==> config.mk <==
export PLATFORM = sky130hd
export DESIGN_NAME = vec_misr
export DESIGN_NICKNAME = d
export VERILOG_FILES = /design/src/rtl/vec_chk_pkg.sv /design/src/rtl/vec_misr.sv
export SDC_FILE = /design/constraint.sdc
export NUM_CORES = 1
export LEC_CHECK = 0
export BUFFER_PORTS_ARGS = -buffer_cell sky130_fd_sc_hd__buf_2
export CORE_UTILIZATION = 48
export DETAILED_ROUTE_END_ITERATION = 8
export GPL_ROUTABILITY_DRIVEN = 0
export PLACE_DENSITY = 0.8
export SYNTH_ARGS = -nofsm -noshare
export SYNTH_HDL_FRONTEND = slang
export SYNTH_SLANG_ARGS = --single-unit
==> constraint.sdc <==
create_clock -name clk -period 1.5 [get_ports clk]
set_input_delay 0.15 -clock clk [delete_from_list [all_inputs] [get_ports clk]]
set_output_delay 0.15 -clock clk [all_outputs]
set_load 0.005 [all_outputs]
==> src/rtl/vec_chk_pkg.sv <==
// Shared types and helpers for the ISCAS85 response checker: FSM state encoding,
// default MISR constants and the response-folding function.
package vec_chk_pkg;

  typedef enum logic [1:0] {
    ST_IDLE  = 2'd0,
    ST_RUN   = 2'd1,
    ST_DRAIN = 2'd2,
    ST_DONE  = 2'd3
  } state_e;

  localparam logic [31:0] DEF_SIG_POLY = 32'h04C1_1DB7;
  localparam logic [31:0] DEF_SIG_SEED = 32'hFFFF_FFFF;

  // Upper bounds for fold_xor; callers zero-extend their vector and truncate the result.
  localparam int FOLD_MAX_IN_W  = 1024;
  localparam int FOLD_MAX_SIG_W = 64;

  // Bit i lands in chunk bit (i mod sig_w): identical to XOR-ing zero-padded sig_w-bit chunks.
  function automatic logic [FOLD_MAX_SIG_W-1:0] fold_xor(input logic [FOLD_MAX_IN_W-1:0] vec,
                                                         input int                       sig_w);
    logic [FOLD_MAX_SIG_W-1:0] acc;
    acc = '0;
    for (int i = 0; i < FOLD_MAX_IN_W; i++) begin
      acc[i % sig_w] = acc[i % sig_w] ^ vec[i];
    end
    return acc;
  endfunction

endpackage

==> src/rtl/vec_misr.sv <==
// Multiple-input signature register: Galois shift with polynomial feedback, XOR-ing in
// one SIG_W-bit word per enabled cycle; load restores the seed.
module vec_misr
  import vec_chk_pkg::*;
#(
  parameter int               SIG_W    = 32,
  parameter logic [SIG_W-1:0] SIG_POLY = SIG_W'(DEF_SIG_POLY),
  parameter logic [SIG_W-1:0] SIG_SEED = '1
) (
  input  logic             clk,
  input  logic             rst_n,
  input  logic             load,
  input  logic             en,
  input  logic [SIG_W-1:0] din,
  output logic [SIG_W-1:0] sig
);

  logic [SIG_W-1:0] sig_q, sig_d;

  always_comb begin
    sig_d = sig_q;
    if (load) begin
      sig_d = SIG_SEED;
    end else if (en) begin
      sig_d = {sig_q[SIG_W-2:0], 1'b0} ^ (sig_q[SIG_W-1] ? SIG_POLY : '0) ^ din;
    end
  end

  always_ff @(posedge clk) begin
    if (!rst_n) sig_q <= SIG_SEED;
    else        sig_q <= sig_d;
  end

  assign sig = sig_q;

endmodule

==> flow_results.org, run 1 <==
** Status
- The run finished with clean final reports.

** STA
- In this run the tightest slew margin relative to its limit is 75.6%.
- Setup repair after global routing left no endpoint under its margin.
- Across the routed clock network, the largest skew measured is 0.00522 ns.
- # setup viols final :: 0
- The max-slew violation count is 0.
- Final Hold Violating Endpoints :: 0
- Sum of negative setup slack :: 0 ns
- Timing would allow up to 760 MHz.
- Dividing the final minimum period by the clock period gives 87.7%.
- Post-Route Hold Slack :: 0.125 ns
- The clock period could shrink to 1.32 ns.
- Transition time of the tightest slew-check pin :: 0.366 ns

** Floorplanning
- The die covers 0.00369 mm^2.
- After floorplanning, the core was sized to cover 0.00315 mm^2.
- Effective utilization at floorplan :: 52.5%
- During I/O placement, the number of pins put on the boundary was 68.
- The floorplan step set the die height to 60.7 um.
- Cell row count :: 20
- The floorplan step set the die width to 60.7 um.

** Clock tree
- The clock passes through at most 2 buffers.
- At the later pin of the worst-skew pair, clock insertion delay measures 0.32 ns.
- Post-CTS repair changed the size of 0 cells.
- TritonCTS built the clock tree.
- Num Clock Sinks :: 32
- Post-cts hold buffer count :: 0
- The tree is rooted in a sky130_fd_sc_hd__clkbuf_4.
- Counting the buffers created by CTS gives 5.
- Post-CTS setup buffer count :: 0
- After clock tree synthesis, the clock-pin slew on the worst setup and hold paths is 0.10 ns.
- The H-tree was split into 2 levels.

** Cells and area
- Proportion of layout cells with a drive suffix above 1 :: 43.3%
- Number of antenna repair diodes :: 0
- For this run, the post-layout net count is 245.
- Fin area :: 0.00211 mm^2
- Synth-to-Final Area Change :: 27.2%
- Max FFs per register :: 32
- The finished layout holds 254 standard cells, fillers aside.
- The filler cells instantiated in the layout total 272.

** Synth
- Fraction of the mapped netlist area in simple logic gates :: 12.5%
- Mux share of post-synthesis cell area :: 0%
- Flops & latches, synth :: 32
- The Yosys step of the flow raised 0 warnings.
- For this run, the register share of the synthesized area comes to 38.7%.
- Synthesis instantiated 14 different standard cells from the library.
- In the synthesized netlist, the number of instances is 141.
- The synthesized netlist devotes 0% of its cell area to adder and majority cells.
- Fraction of synthesized cell area in xor and xnor cells :: 28.9%
- By area, the combinational part of the netlist is dominated by XOR/XNOR gates.
- Summing every instance area after synthesis gives 0.00166 mm^2.
- Post-synthesis net count :: 177
- Each instance of the synthesized netlist takes up on average 11.7 um^2.
- Summing the areas of all compound-gate instances in the mapped netlist gives 16.6% of the synthesized area.

** Worst setup path
- The worst register-to-register path begins at sig[31]$_SDFFE_PP1P_.
- The critical path goes through buf_4 -> xnor3_4 -> o211ai_1.
- Data on the critical path is required at its endpoint by 1.76 ns.
- At the worst endpoint, the arrival time is 1.57 ns.
- The slowest stage of the critical path belongs to the cell sky130_fd_sc_hd__xnor3_4.
- Family with the most delay on the worst path :: XOR/XNOR gates
- Critical path's largest stage delay :: 0.46 ns
- Number of cell instances on the worst register-to-register path :: 3
- Capture instance of the worst register-to-register path :: sig[1]$_SDFFE_PP1P_
- Total buffers and inverters traversed by the critical path :: 1
- Largest fanout of any net on the critical path :: 6
- The critical path is of the register to register type.
- Element type at the critical path start :: register
- Internal reg-to-reg setup slack :: 0.18 ns
- STA classifies the critical path endpoint as a register.

** Routing
- For this block, the initial DRC count from the detailed router was 39.
- Post-DR vias/cell :: 4.97
- Final ANT Viol Nets :: 0
- For this run, design rule violations remaining after detail routing come to 0.
- For this block, the routed nets add up to 3.27 mm of wire.
- First-pass iteration count of the detailed router :: 4
- Detailed-route wire length per cell :: 12.9 um
- For this block, the via count after detailed routing is 1263.

** Placed design
- Placed cell count :: 246
- IO Port Bufs :: 67
- Summed over all nets, the half-perimeter wirelength after detailed placement is 2.37 mm.
- Instance area at placement :: 0.00205 mm^2

** Job
- Max_cap viols :: 0

** Pwr
- Total power divided by cell area :: 858 mW/mm^2
- Static Leak :: 1.00 nW
- IR drop worst, VDD :: 0.000518 V
- Summing internal, switching and leakage power gives 0.00181 W.

** Worst hold path
- Hold Startpoint :: din[29]
- For hold timing, the worst endpoint is sig[29]$_SDFFE_PP1P_.
- The tightest min-delay check is of the primary input to register type.
- Number of cells on the worst hold path :: 3

** GRT
- Entering global routing, the biggest net connects 33 pins.
- The via count of the first global-routing pass is 1213.
- Summed over all layers, the global routing overflow is 0.
- The initial antenna violation count is 0.
- Wire length of the first global-routing pass :: 5.15 mm
- In the global route stage, overall resource usage came out at 19.1%.
[placed cells by master (no fill, tap or decap), drive strengths merged]
master	netlist	layout
inv	1	1
clkbuf	7	8
o211ai	32	32
or2b	1	1
xnor2	19	19
dfxtp	32	32
nor2b	1	1
buf	4	72
nand2b	31	31
xnor3	13	13
[where the power goes]
part	total [W]	internal (W)	switching, W
sequential	0.000930	0.000891	0.0000393
clock	0.000511	0.000231	0.000280
combinational	0.000367	0.000229	0.000138
total	0.00181	0.00135	0.000457
[metal layers]
layer | vias to the layer above | GRT usage, % | part of all wire (%)
li1 | 632 | - | -
met1 | 581 | 21.2 | 44
met2 | 46 | 34.4 | 48
met3 | 4 | 6.61 | 7.0
met4 | 0 | 5.84 | 0.58
met5 | - | 0 | 0
[through the flow]
stage / setup WS (ns) / util, %
2_1_floorplan: 0.331 / -
3_3_place_gp: 0.245 / 65.0
3_5_place_dp: 0.193 / 65.0
4_1_cts: 0.167 / 66.8
5_1_grt: 0.118 / 66.8
6_report: 0.185 / 66.8
[worst reg2reg max path: cells and delay by family (launching register included)]
family          cells  cell delay (ns)
compound gates      1             0.16
xor+xnor            1             0.46
buf+inv             1             0.19
flops               1             0.45
[Yosys cell counts]
| master | instances | area share [%] |
|---|---|---|
| sky130_fd_sc_hd__buf_1 | 1 | 0.23 |
| sky130_fd_sc_hd__buf_2 | 2 | 0.60 |
| sky130_fd_sc_hd__buf_6 | 1 | 0.68 |
| sky130_fd_sc_hd__clkbuf_1 | 7 | 1.6 |
| sky130_fd_sc_hd__dfxtp_1 | 32 | 39 |
| sky130_fd_sc_hd__inv_1 | 1 | 0.23 |
| sky130_fd_sc_hd__nand2b_1 | 31 | 12 |
| sky130_fd_sc_hd__nor2b_1 | 1 | 0.38 |
| sky130_fd_sc_hd__o211ai_1 | 25 | 11 |
| sky130_fd_sc_hd__o211ai_2 | 7 | 5.3 |
| sky130_fd_sc_hd__or2b_1 | 1 | 0.45 |
| sky130_fd_sc_hd__xnor2_1 | 19 | 10 |
| sky130_fd_sc_hd__xnor3_1 | 8 | 11 |
| sky130_fd_sc_hd__xnor3_4 | 5 | 7.9 |
[layout make-up]
type / instances / area [um^2] / share of cell area [%]
timing repair buffer: 72 / 385 / 18.3
clock buffer: 8 / 58.8 / 2.79
tap: 44 / 55.1 / 2.61
inverter: 1 / 3.75 / 0.178
sequential: 32 / 641 / 30.4
multi-input combinational: 97 / 963 / 45.7
[how the worst max path moves through the flow]
stage | startpoint | to | slack (ns) | cells after the start
3_3_place_gp | sig[31]$_SDFFE_PP1P_ | sig[1]$_SDFFE_PP1P_ | 0.25 | 3
6_report | sig[31]$_SDFFE_PP1P_ | sig[1]$_SDFFE_PP1P_ | 0.18 | 3
2_1_floorplan | sig[31]$_SDFFE_PP1P_ | sig[10]$_SDFFE_PP1P_ | 0.33 | 3
5_1_grt | sig[31]$_SDFFE_PP1P_ | sig[1]$_SDFFE_PP1P_ | 0.12 | 3
4_1_cts | sig[31]$_SDFFE_PP1P_ | sig[1]$_SDFFE_PP1P_ | 0.17 | 3
3_5_place_dp | sig[31]$_SDFFE_PP1P_ | sig[1]$_SDFFE_PP1P_ | 0.19 | 3
[kinds of logic after synthesis]
group	Yosys count
AOI/OAI and AO/OA	32
xor gates and xnor gates	32
buffers and inverters	12
DFF	32
and+or+nand+nor	33
No activity file was read; power rests on OpenSTA's default activity.
==> run 2: changes to the inputs <==
==> constraint.sdc (replaced) <==
create_clock -name clk -period 1.5 [get_ports clk]
set_input_delay 0.15 -clock clk [delete_from_list [all_inputs] [get_ports clk]]
set_output_delay 0.15 -clock clk [all_outputs]
set_load 0.05 [all_outputs]
==> run 2 against run 1 <==
Worst hold slack got worse by 0.013 ns; final area up 0.83%; count of clock-buffer cells in the layout decreased by 1; wire length is 4.8% higher; sequential cell count did not move; critical path type is now register to output port.
==> flow_results.org, run 2 (same netlist as run 1, synthesis figures left out) <==
** Status
- The flow ran to the end, and the final reports show no timing, DRC or antenna violations.

** Clock tree
- In this run, CTS created clock tree buffers numbering 5.
- Post-CTS repair changed the size of 0 cells.
- Num Clock Sinks :: 32
- Number of buffers on the longest clock path :: 2
- After clock tree synthesis, the setup repair step added 0 buffers.
- Total number of H-tree levels :: 2
- Post-cts hold buffer count :: 0
- Clock transition at the registers of the reported paths :: 0.10 ns
- The cell sitting at the root of the clock tree is a sky130_fd_sc_hd__clkbuf_4.
- CTS tree :: built
- Insertion delay of the later-clocked pin in the worst-skew pair :: 0.34 ns

** GRT
- Via count of the first global-routing pass :: 1197
- Global routing consumed, over all layers together, 20.2% of the routing resources.
- The first global-routing pass estimated 5.31 mm of wire.
- Entering global routing, the biggest net connects 33 pins.
- The initial antenna violation count came to 0.
- For this run the aggregate overflow at the end of global routing stands at 0.

** Worst setup path
- The number of buffers and inverters on the critical path is 1.
- Required @ worst endpoint :: 1.35 ns
- Slowest stage cell, crit path :: sky130_fd_sc_hd__dfxtp_2
- Walking the worst path, the cells encountered are buf_2.
- Family with the most delay on the worst path :: flip-flops
- Element type at the critical path start :: register
- Largest fanout of any net on the critical path :: 16
- Crit Path Class :: register to output port
- The worst setup path is captured at an output port.
- Endpoint arrival time on the critical path :: 1.23 ns
- In this design, the stage delay of the slowest critical-path cell is 0.56 ns.

** Routing
- For this block, wires on met1 add up to 1.52 mm.
- The routed design has 3.42 mm of wire.
- The first detailed-routing pass ran for 4 iterations.
- The routed layout has 1262 vias.
- Post-DR vias/cell :: 4.99
- Detailed route wirelength on metal2 :: 1.63 mm
- The routed design uses 243 um of met3 wire.
- Detailed-route wire length per cell :: 13.5 um
- Top metal layer carrying routed signals :: met4
- Final ANT Viol Nets :: 0
- Post-detailed-route DRC marker count :: 0
- After the first detailed-routing iteration, the DRC count stood at 55.

** STA
- The final number of hold-violating endpoints was 0.
- Final Cycle Share :: 92.0%
- # setup viols final :: 0
- For this run, the top clock speed supported by timing is 724 MHz.
- Setup repair after global routing left no endpoint under its margin.
- Post-layout minimum cycle time :: 1.38 ns
- Worst max-slew margin expressed relative to the limit :: 75.7%
- In the final timing run, aggregate negative setup slack is 0 ns.
- For the pin with the worst max-slew slack, the measured transition is 0.365 ns.
- Across the routed clock network, the largest skew measured is 0.0114 ns.
- Count of final max-slew check failures :: 0
- Post-Route Hold Slack :: 0.112 ns

** Floorplanning
- Effective utilization at floorplan :: 52.5%
- I/O pins :: 68
- Horizontal die dimension :: 60.7 um
- In this run the standard cell core region covers 0.00315 mm^2.
- Cell row count :: 20
- The die is 60.7 um tall.
- Total Die Area :: 0.00369 mm^2

** Pwr
- The share of total power dissipated in the clock network is 34.1%.
- The internal power of the cells totals 0.00156 W.
- Of the total power, registers draw 42.9%.
- Of the total power, the share spent switching nets is 28.5%.
- In this run the static leakage power is 1.01 nW.
- Post-layout power :: 0.00218 W
- Combinational logic is responsible for 23.1% of the overall power.
- P_sw :: 0.000623 W
- IR drop worst, VDD :: 0.000487 V
- Total power divided by cell area :: 1030 mW/mm^2

** Cells and area
- Proportion of layout cells with a drive suffix above 1 :: 44.5%
- Most frequent standard cell in the layout excluding fill and tap cells :: sky130_fd_sc_hd__buf_2
- Number of antenna repair diodes :: 0
- Number of nets at the end of the flow :: 244
- In the layout the commonest cells are sky130_fd_sc_hd__buf_2, sky130_fd_sc_hd__nand2b_1, sky130_fd_sc_hd__dfxtp_1.
- Relative to the synthesized area, the layout overhead comes to 28.2%.
- Counting the fill cells in the layout gives 276.
- Max FFs per register :: 32

** Worst hold path
- The worst hold path belongs to the class primary input to register.

** Placed design
- The count of buffers added on input and output ports is 67.
- HPWL reported at the end of detailed placement :: 2.42 mm

** Job
- Max_cap viols :: 0
-- run 2: changes by cell type in the layout (fill, tap and decap cells not counted) --
| cell | delta |
|---|---|
| sky130_fd_sc_hd__clkbuf_1 | -2 |
| sky130_fd_sc_hd__buf_12 | -1 |
| sky130_fd_sc_hd__bufinv_16 | +1 |
| sky130_fd_sc_hd__clkbuf_8 | +1 |
| sky130_fd_sc_hd__dfxtp_1 | -1 |
| sky130_fd_sc_hd__dfxtp_2 | +1 |
-- run 2: area by class of cell --
| class | count | area (um^2) | share of cell area, % |
|---|---|---|---|
| Timing Repair Buffer | 71 | 365 | 17.2 |
| Sequential cell | 32 | 642 | 30.2 |
| Multi-Input combinational cell | 97 | 963 | 45.3 |
| Inverter | 1 | 3.75 | 0.177 |
| Clock buffer | 7 | 65.1 | 3.06 |
| Tap cell | 44 | 55.1 | 2.59 |
| Clock inverter | 1 | 30.0 | 1.41 |
-- run 2: metal layers --
layer	up-vias	GRT usage, %
met5	-	0
met4	0	6.82
met2	47	34.1
met3	5	7.89
li1	625	-
met1	585	23.5
-- run 2: path summary, 6_finish.rpt --
kind                                      startpoint  cells past startpoint                   end  slack, ns
worst max-delay path            sig[31]$_SDFFE_PP1P_                      1               sig[31]       0.12
worst min-delay path                         din[21]                      3  sig[21]$_SDFFE_PP1P_       0.11
worst max register to register  sig[31]$_SDFFE_PP1P_                      2  sig[26]$_SDFFE_PP1P_       0.15
worst min register to register  sig[19]$_SDFFE_PP1P_                      2  sig[19]$_SDFFE_PP1P_       0.53
-- run 2: through the flow --
step	cells	setup slack, ns	util (%)	instance area (um^2)
2_1_floorplan	141	0.133	-	1660
3_3_place_gp	245	0.225	64.4	2030
3_5_place_dp	245	0.163	64.4	2030
4_1_cts	253	0.0982	67.4	2120
5_1_grt	253	0.0610	67.4	2120
6_report	253	0.120	67.4	2120
-- run 2: power by group through the flow --
stage          registers (W)  logic [W]  clock network, W
3_3_place_gp        0.000952   0.000493                 0
6_report            0.000936   0.000503          0.000744
4_1_cts             0.000936   0.000507          0.000766
5_1_grt             0.000942   0.000535          0.000804
2_1_floorplan        0.00109   0.000241                 0
3_5_place_dp        0.000955   0.000505                 0
